===== config.mk =====
export PLATFORM = sky130hd
export DESIGN_NAME = l2_lint_arbiter
export DESIGN_NICKNAME = d
export VERILOG_FILES = /design/src/rtl/l2_arb_pkg.sv /design/src/rtl/rr_arb2.sv /design/src/rtl/l2_lint_arbiter.sv
export SDC_FILE = /design/constraint.sdc
export NUM_CORES = 1
export LEC_CHECK = 0
export BUFFER_PORTS_ARGS = -buffer_cell sky130_fd_sc_hd__buf_4
export CAP_MARGIN = 20
export CORE_AREA = 8 8 114 116
export DETAILED_ROUTE_END_ITERATION = 6
export DIE_AREA = 0 0 122 124
export PLACE_DENSITY = 0.59
export SLEW_MARGIN = 20
export SYNTH_ARGS = -nofsm -noshare
export SYNTH_HDL_FRONTEND = slang
export SYNTH_HIERARCHICAL = 1
export SYNTH_SLANG_ARGS = --single-unit
export TNS_END_PERCENT = 50

===== constraint.sdc =====
create_clock -name clk_i -period 2 [get_ports clk_i]
set_input_delay 0.2 -clock clk_i [delete_from_list [all_inputs] [get_ports clk_i]]
set_output_delay 0.2 -clock clk_i [all_outputs]
set_load 0.005 [all_outputs]

===== src/rtl/l2_arb_pkg.sv =====
// Shared types and helpers for the L2 lint arbiter: response record, error
// pattern and the bank address-range check.
package l2_arb_pkg;

  localparam logic [31:0] ERR_RDATA = 32'hBADACCE5;

  typedef logic [0:0] master_id_t;

  typedef struct packed {
    logic       valid;
    master_id_t id;
    logic       err;
    logic       is_read;
  } resp_t;

  // Widened to 64 bits so the subtraction and compare never wrap for any ADDR_WIDTH <= 64.
  function automatic logic in_range(input logic [63:0] addr, input logic [63:0] base,
                                    input int unsigned mem_aw);
    logic [63:0] off;
    off = addr - base;
    return (addr >= base) && ((off >> (mem_aw + 2)) == 64'd0);
  endfunction

endpackage


===== src/rtl/rr_arb2.sv =====
// Two-way round-robin arbiter: the priority pointer moves to the other master
// after every grant and is untouched by cycles with no grant.
module rr_arb2 (
  input  logic       clk_i,
  input  logic       rst_n,
  input  logic [1:0] req,
  input  logic [1:0] eligible,
  output logic [1:0] gnt
);

  logic       prio;
  logic [1:0] cand;

  always_comb begin
    cand = req & eligible;
    gnt  = cand;
    if (cand == 2'b11) gnt = prio ? 2'b10 : 2'b01;
  end

  always_ff @(posedge clk_i) begin
    if (!rst_n)      prio <= 1'b0;
    else if (gnt[0]) prio <= 1'b1;
    else if (gnt[1]) prio <= 1'b0;
  end

endmodule


===== src/rtl/l2_lint_arbiter.sv =====
// Shares one single-port L2 SRAM bank between the debug bridge (master 0) and
// the system interconnect (master 1), with range checking and a 1-cycle response.
module l2_lint_arbiter
  import l2_arb_pkg::*;
#(
  parameter int unsigned                ADDR_WIDTH     = 32,
  parameter int unsigned                DATA_WIDTH     = 32,
  parameter int unsigned                MEM_ADDR_WIDTH = 14,
  parameter logic [ADDR_WIDTH-1:0]      BASE_ADDR      = '0
) (
  input  logic                                 clk_i,
  input  logic                                 rst_n,
  input  logic [1:0]                           m_req_i,
  input  logic [1:0][ADDR_WIDTH-1:0]           m_addr_i,
  input  logic [1:0]                           m_wen_i,
  input  logic [1:0][3:0]                      m_be_i,
  input  logic [1:0][DATA_WIDTH-1:0]           m_wdata_i,
  output logic [1:0]                           m_gnt_o,
  output logic [1:0]                           m_r_valid_o,
  output logic [1:0][DATA_WIDTH-1:0]           m_r_rdata_o,
  output logic [1:0]                           m_r_opc_o,
  input  logic                                 dbg_excl_i,
  output logic                                 mem_csn_o,
  output logic                                 mem_wen_o,
  output logic [MEM_ADDR_WIDTH-1:0]            mem_addr_o,
  output logic [3:0]                           mem_be_o,
  output logic [DATA_WIDTH-1:0]                mem_wdata_o,
  input  logic [DATA_WIDTH-1:0]                mem_rdata_i,
  output logic [15:0]                          conflict_cnt_o
);

  logic [1:0]            eligible;
  logic [1:0]            gnt;
  logic                  any_gnt;
  logic                  hit;
  master_id_t            gnt_id;
  logic [ADDR_WIDTH-1:0] sel_addr;
  logic [ADDR_WIDTH-1:0] off;
  resp_t                 resp_d, resp_q;

  // Holding eligibility low during reset keeps grants and chip select quiet.
  assign eligible = {rst_n & ~dbg_excl_i, rst_n};

  rr_arb2 u_arb (
    .clk_i    (clk_i),
    .rst_n    (rst_n),
    .req      (m_req_i),
    .eligible (eligible),
    .gnt      (gnt)
  );

  assign any_gnt  = |gnt;
  assign gnt_id   = gnt[1];
  assign sel_addr = m_addr_i[gnt_id];
  assign off      = sel_addr - BASE_ADDR;
  assign hit      = in_range(64'(sel_addr), 64'(BASE_ADDR), MEM_ADDR_WIDTH);

  assign m_gnt_o     = gnt;
  assign mem_csn_o   = ~(any_gnt & hit);
  assign mem_wen_o   = m_wen_i[gnt_id];
  assign mem_addr_o  = MEM_ADDR_WIDTH'(off >> 2);
  assign mem_be_o    = m_be_i[gnt_id];
  assign mem_wdata_o = m_wdata_i[gnt_id];

  always_comb begin
    resp_d         = '0;
    resp_d.valid   = any_gnt;
    resp_d.id      = gnt_id;
    resp_d.err     = ~hit;
    resp_d.is_read = m_wen_i[gnt_id];
  end

  always_ff @(posedge clk_i) begin
    if (!rst_n) resp_q <= '0;
    else        resp_q <= resp_d;
  end

  always_ff @(posedge clk_i) begin
    if (!rst_n)                                             conflict_cnt_o <= '0;
    else if (m_req_i == 2'b11 && conflict_cnt_o != 16'hFFFF) conflict_cnt_o <= conflict_cnt_o + 16'd1;
  end

  always_comb begin
    m_r_valid_o = '0;
    m_r_opc_o   = '0;
    m_r_rdata_o = '0;
    for (int i = 0; i < 2; i++) begin
      if (resp_q.valid && resp_q.id == master_id_t'(i)) begin
        m_r_valid_o[i] = 1'b1;
        m_r_opc_o[i]   = resp_q.err;
        if (resp_q.err)          m_r_rdata_o[i] = DATA_WIDTH'(ERR_RDATA);
        else if (resp_q.is_read) m_r_rdata_o[i] = mem_rdata_i;
      end
    end
  end

endmodule


Word level (Yosys, flattened, before mapping)

Index checks and enable logic that the tools add are counted.

Add/subtract/negate cells: 1
Magnitude comparators: 1
Equal/unequal tests: 3
Multiplexer cells: 20
Bitwise gates (word level): 7
Reductions and logical operators: 6

Operator list:

| kind                  | number |
|---|---|
| $mux 32               | 8 |
| $logic_not 64->1      | 1 |
| $add 16x1->16 const B | 1 |
| $ne 16x16->1 const B  | 1 |
| $mux 1                | 8 |
| $mux 4                | 2 |
| $eq 2x2->1 const B    | 2 |
| $mux 2                | 2 |
| $not 1->1             | 4 |
| $logic_and 1x1->1     | 3 |
| $and 1x1->1           | 2 |
| $and 2x2->2           | 1 |
| $lt 1x2->1 const B    | 1 |
| $reduce_bool 2->1     | 1 |
| $reduce_or 2->1       | 1 |

Register bits: 21
Bits of input ports: 175
Output and inout port bits: 138

Depth between registers and ports, before layout

Depth after elaboration: 10
Mapped depth: 10

Hierarchy

Netlist, hierarchy kept.

By module, submodules not included:

| module          | instances | cells each | area an instance (µm²) | sequential area each (µm²) |
|---|---|---|---|---|
| l2_lint_arbiter | 1         | 280        | 2,100.8                | 400.4 |
| rr_arb2         | 1         | 7          | 62.6                   | 20.0 |

Worst setup path before layout

OpenSTA, ideal clock, no wires.

Path type: input to output
Start: in rst_n
End: out mem_addr_o[10]
Data arrival time: 1.933 ns
Data required time: 1.800 ns
Setup slack: -0.133 ns
Cell stages on the path: 8
Cell sequence: inv_1 clkbuf_1 nor2_1 nand2_1 o21ba_2 clkbuf_1 clkbuf_1 mux2_2

Cells in the longest elaborated chain, start to end: 6

RTL lines:

| what                                            | RTL line              | source |
|---|---|---|
| start, declared                                 | l2_lint_arbiter.sv:12 | `input logic rst_n,` |
| $and 1x1->1 (*)                                 | l2_lint_arbiter.sv:42 | `assign eligible = {rst_n & ~dbg_excl_i, rst_n};` |
| named net eligible[1]                           | l2_lint_arbiter.sv:32 | `logic [1:0] eligible;` |
| $and 2x2->2 (*)                                 | rr_arb2.sv:15         | `cand = req & eligible;` |
| $eq 2x2->1                                      | rr_arb2.sv:17         | `if (cand == 2'b11) gnt = prio ? 2'b10 : 2'b01;` |
| $mux 2 (*)                                      | rr_arb2.sv:17         |  |
| named net m_gnt_o[1]                            | l2_lint_arbiter.sv:18 | `output logic [1:0] m_gnt_o,` |
| $mux 32 (implied by the code) (*) (2 in series) | l2_lint_arbiter.sv:54 | `assign sel_addr = m_addr_i[gnt_id];` |
| end, declared                                   | l2_lint_arbiter.sv:25 | `output logic [MEM_ADDR_WIDTH-1:0] mem_addr_o,` |

The timed path passes the listed nets; every way through them passes the cells marked *. The select of a mux whose other input is x is not followed.

Final worst setup path

Start: in rst_n
End: out mem_be_o[2]

Cells in the longest elaborated chain, start to end: 6

RTL lines:

| what                                           | RTL line              | source |
|---|---|---|
| $and 1x1->1 (*)                                | l2_lint_arbiter.sv:42 |  |
| named net eligible[1]                          | l2_lint_arbiter.sv:32 |  |
| $and 2x2->2 (*)                                | rr_arb2.sv:15         |  |
| $eq 2x2->1                                     | rr_arb2.sv:17         |  |
| $mux 2 (*)                                     | rr_arb2.sv:17         |  |
| $mux 4 (implied by the code) (*) (2 in series) | l2_lint_arbiter.sv:62 | `assign mem_be_o = m_be_i[gnt_id];` |
| end, declared                                  | l2_lint_arbiter.sv:26 | `output logic [3:0] mem_be_o,` |

Marked as above.

==> metrics <==
CP Launch Type primary input; worst-margin pin slew 699 ps; commonest non-fill, non-tap cells in the layout buf_4 (334), mux2_2 (51), nor2_1 (46); Min Hold Slack 309 ps; TritonCTS clock tree done; Worst Hold Class primary input to flop; worst path cell trace buf_4 > inv_1 > nor2_2 > nand2_1 > o21ba_4 > buf_4 > clkbuf_16 > mux2_2 > buf_4; Async SR Flop Fraction 0; worst skew pair latency 250 ps; Pins Over Slew Limit 0; Layout area overhead 131%; NumNets Final 786; count of port buffers added during placement 308; Worst path max stage delay 350 ps; Die H 124 um; Die Footprint 0.0151 mm2; first-pass GRT wire length 20600 um; clk slew on worst S/H paths 50 ps; Core Box Area 0.0112 mm2; outcome finished, final reports clean; Yosys top cell area share 0.265; Layout fillers 1138; largest net degree at the start of global routing 40; Longest Clk Path Bufs 2; Final Hold Vio Count 0; RSZ-0062 raised after global routing false; pwr dens 306 mW/mm2; relative slew slack 0.527; GRT Total Usage 0.175; via count 3445; Leakage 2.48 nW; Critical Path RT 1800 ps; row count 39; I/O Pins 313; Mapped Area 0.00216 mm2; initial antenna violation count 3; htree depth 1; worst setup path class primary input to output port; FF+latch count, synth 21; ys flop type dfxtp_1; vias in the first global route 3490; commonest non-fill, non-tap cell in the layout buf_4; Post-synth EDFFs 0; final worst path period share 0.956; post-synthesis cell type count 35; Max VDD drop 0.267 mV; Synth area leaders mux2_2 (27%), dfxtp_1 (19%), and2_1 (8.7%); Final Wtd Congestion 0.958; total grt overflow 0; DPL Wire Length 13300 um; wire per inst 20.5 um; max-capacitance violation count 0; DRC 0; post-synth top area cell mux2_2; cell area after layout 0.00499 mm2; Antenna Nets Post-Route 0; share of post-route cells with drive strength above 1 0.663; Die W 122 um; Synth Area per Inst 7.54 um2; CP dominant cell by count buf_4; via/cell ratio 4.58; synth warn 6; sequential-to-total area share from yosys stat 0.194; CP max-delay cell mux2_2; Max Freq 523 MHz; Detailed Routing Iterations Pass 1 5; total CTS buffers 3; Syn Inst Count 287; Net Count, Synth 463; Placed Area 0.00479 mm2; Root Driver clkbuf_16; final number of setup-violating endpoints 0; fin crit period 1910 ps; final wirelength 15400 um; Hold-fix buffers, CTS 0; clk sinks 21; WP data arrival 1710 ps; worst-path fanout max 19; Initial Util 0.194; initial detailed-routing violation count 175; Worst setup EP type output port; skew final 3.63 ps
## final timing paths
path | startpoint | end | slack (ps) | depth (start not counted)
max | rst_n | mem_be_o[2] | 90 | 9
min | dbg_excl_i | u_arb/prio | 310 | 4
max reg2reg | conflict_cnt_o[5] | conflict_cnt_o[13] | 140 | 5
min reg2reg | conflict_cnt_o[15] | conflict_cnt_o[15] | 500 | 2
## what timing repair did
item / in CTS / in global routing
setup buffers: 1 / 0
pin swaps: 4 / 3
gates cloned: 0 / 2
endpoints found under the setup margin: 8 / 34
gates resized for setup: 7 / 5
## power breakdown
part	total (mW)	internal (mW)	switching, mW
Clock	0.411	0.271	0.140
Sequential	0.433	0.427	0.00604
Combinational	0.685	0.439	0.245
Total	1.53	1.14	0.391
## cells by family after synthesis
logic type / count (synthesis) / synth area share
buf+inv: 27 / 0.0468
flops: 21 / 0.194
compound gates: 47 / 0.130
fa+ha+maj: 1 / 0.00578
simple gates: 136 / 0.340
xor+xnor: 1 / 0.00405
mux: 54 / 0.279
## state kept, by name (all words and copies together), names as in the netlist
name / count
conflict_cnt_o: 16
resp_q: 4
u_arb/prio: 1
## worst max-delay path: cells and delay by family
family / cells / cell delay [ps]
AOI/OAI and AO/OA: 1 / 270
buffers and inverters: 5 / 680
muxes: 1 / 350
and+or+nand+nor: 2 / 200
## cells in the mapped netlist (2+ instances only)
master / number
clkbuf_1: 20
nand4_1: 7
nand2_1: 12
dfxtp_1: 21
a21oi_1: 28
or4_1: 4
inv_1: 7
and3_1: 2
o311ai_0: 3
nand2b_1: 5
nor4_1: 11
mux2_2: 51
mux2i_1: 3
and2_1: 30
nand3_1: 4
o21ai_0: 5
or3_1: 6
o41ai_1: 2
o31ai_1: 4
nor2_1: 47
## per-stage QoR
| stage | worst slack [ps] | cells | utilization | power (mW) | setup TNS (ps) |
|---|---|---|---|---|---|
| after floorplan | 9.58 | 287 | - | 0.626 | 0 |
| after global placement | -124 | 745 | 0.429 | 1.10 | -133 |
| after detailed placement | -126 | 745 | 0.429 | 1.11 | -206 |
| after CTS | 11.1 | 750 | 0.440 | 1.53 | 0 |
| after global routing | 2.20 | 752 | 0.447 | 1.61 | 0 |
| final | 88.2 | 753 | 0.447 | 1.53 | 0 |
## area by class of cell
cell class                      instances  area, um2  area share
Inverter                                7       26.3     0.00526
Antenna cell                            1       2.50    0.000501
Tap cell                              143        179      0.0358
Sequential cell                        21        422      0.0844
Clock buffer                            4       78.8      0.0158
Multi-Input combinational cell        239       1700       0.340
Timing Repair Buffer                  338       2590       0.518
## per-layer routing
layer,part of all wire,GRT usage,vias to the layer above,wire length (um)
li1,-,-,1684,-
met1,0.38,0.205,1554,5810
met2,0.50,0.300,182,7660
met3,0.11,0.0734,19,1760
met4,0.0085,0.0239,6,131
met5,0.0024,0,-,37
(Power assumes the default switching activity.)
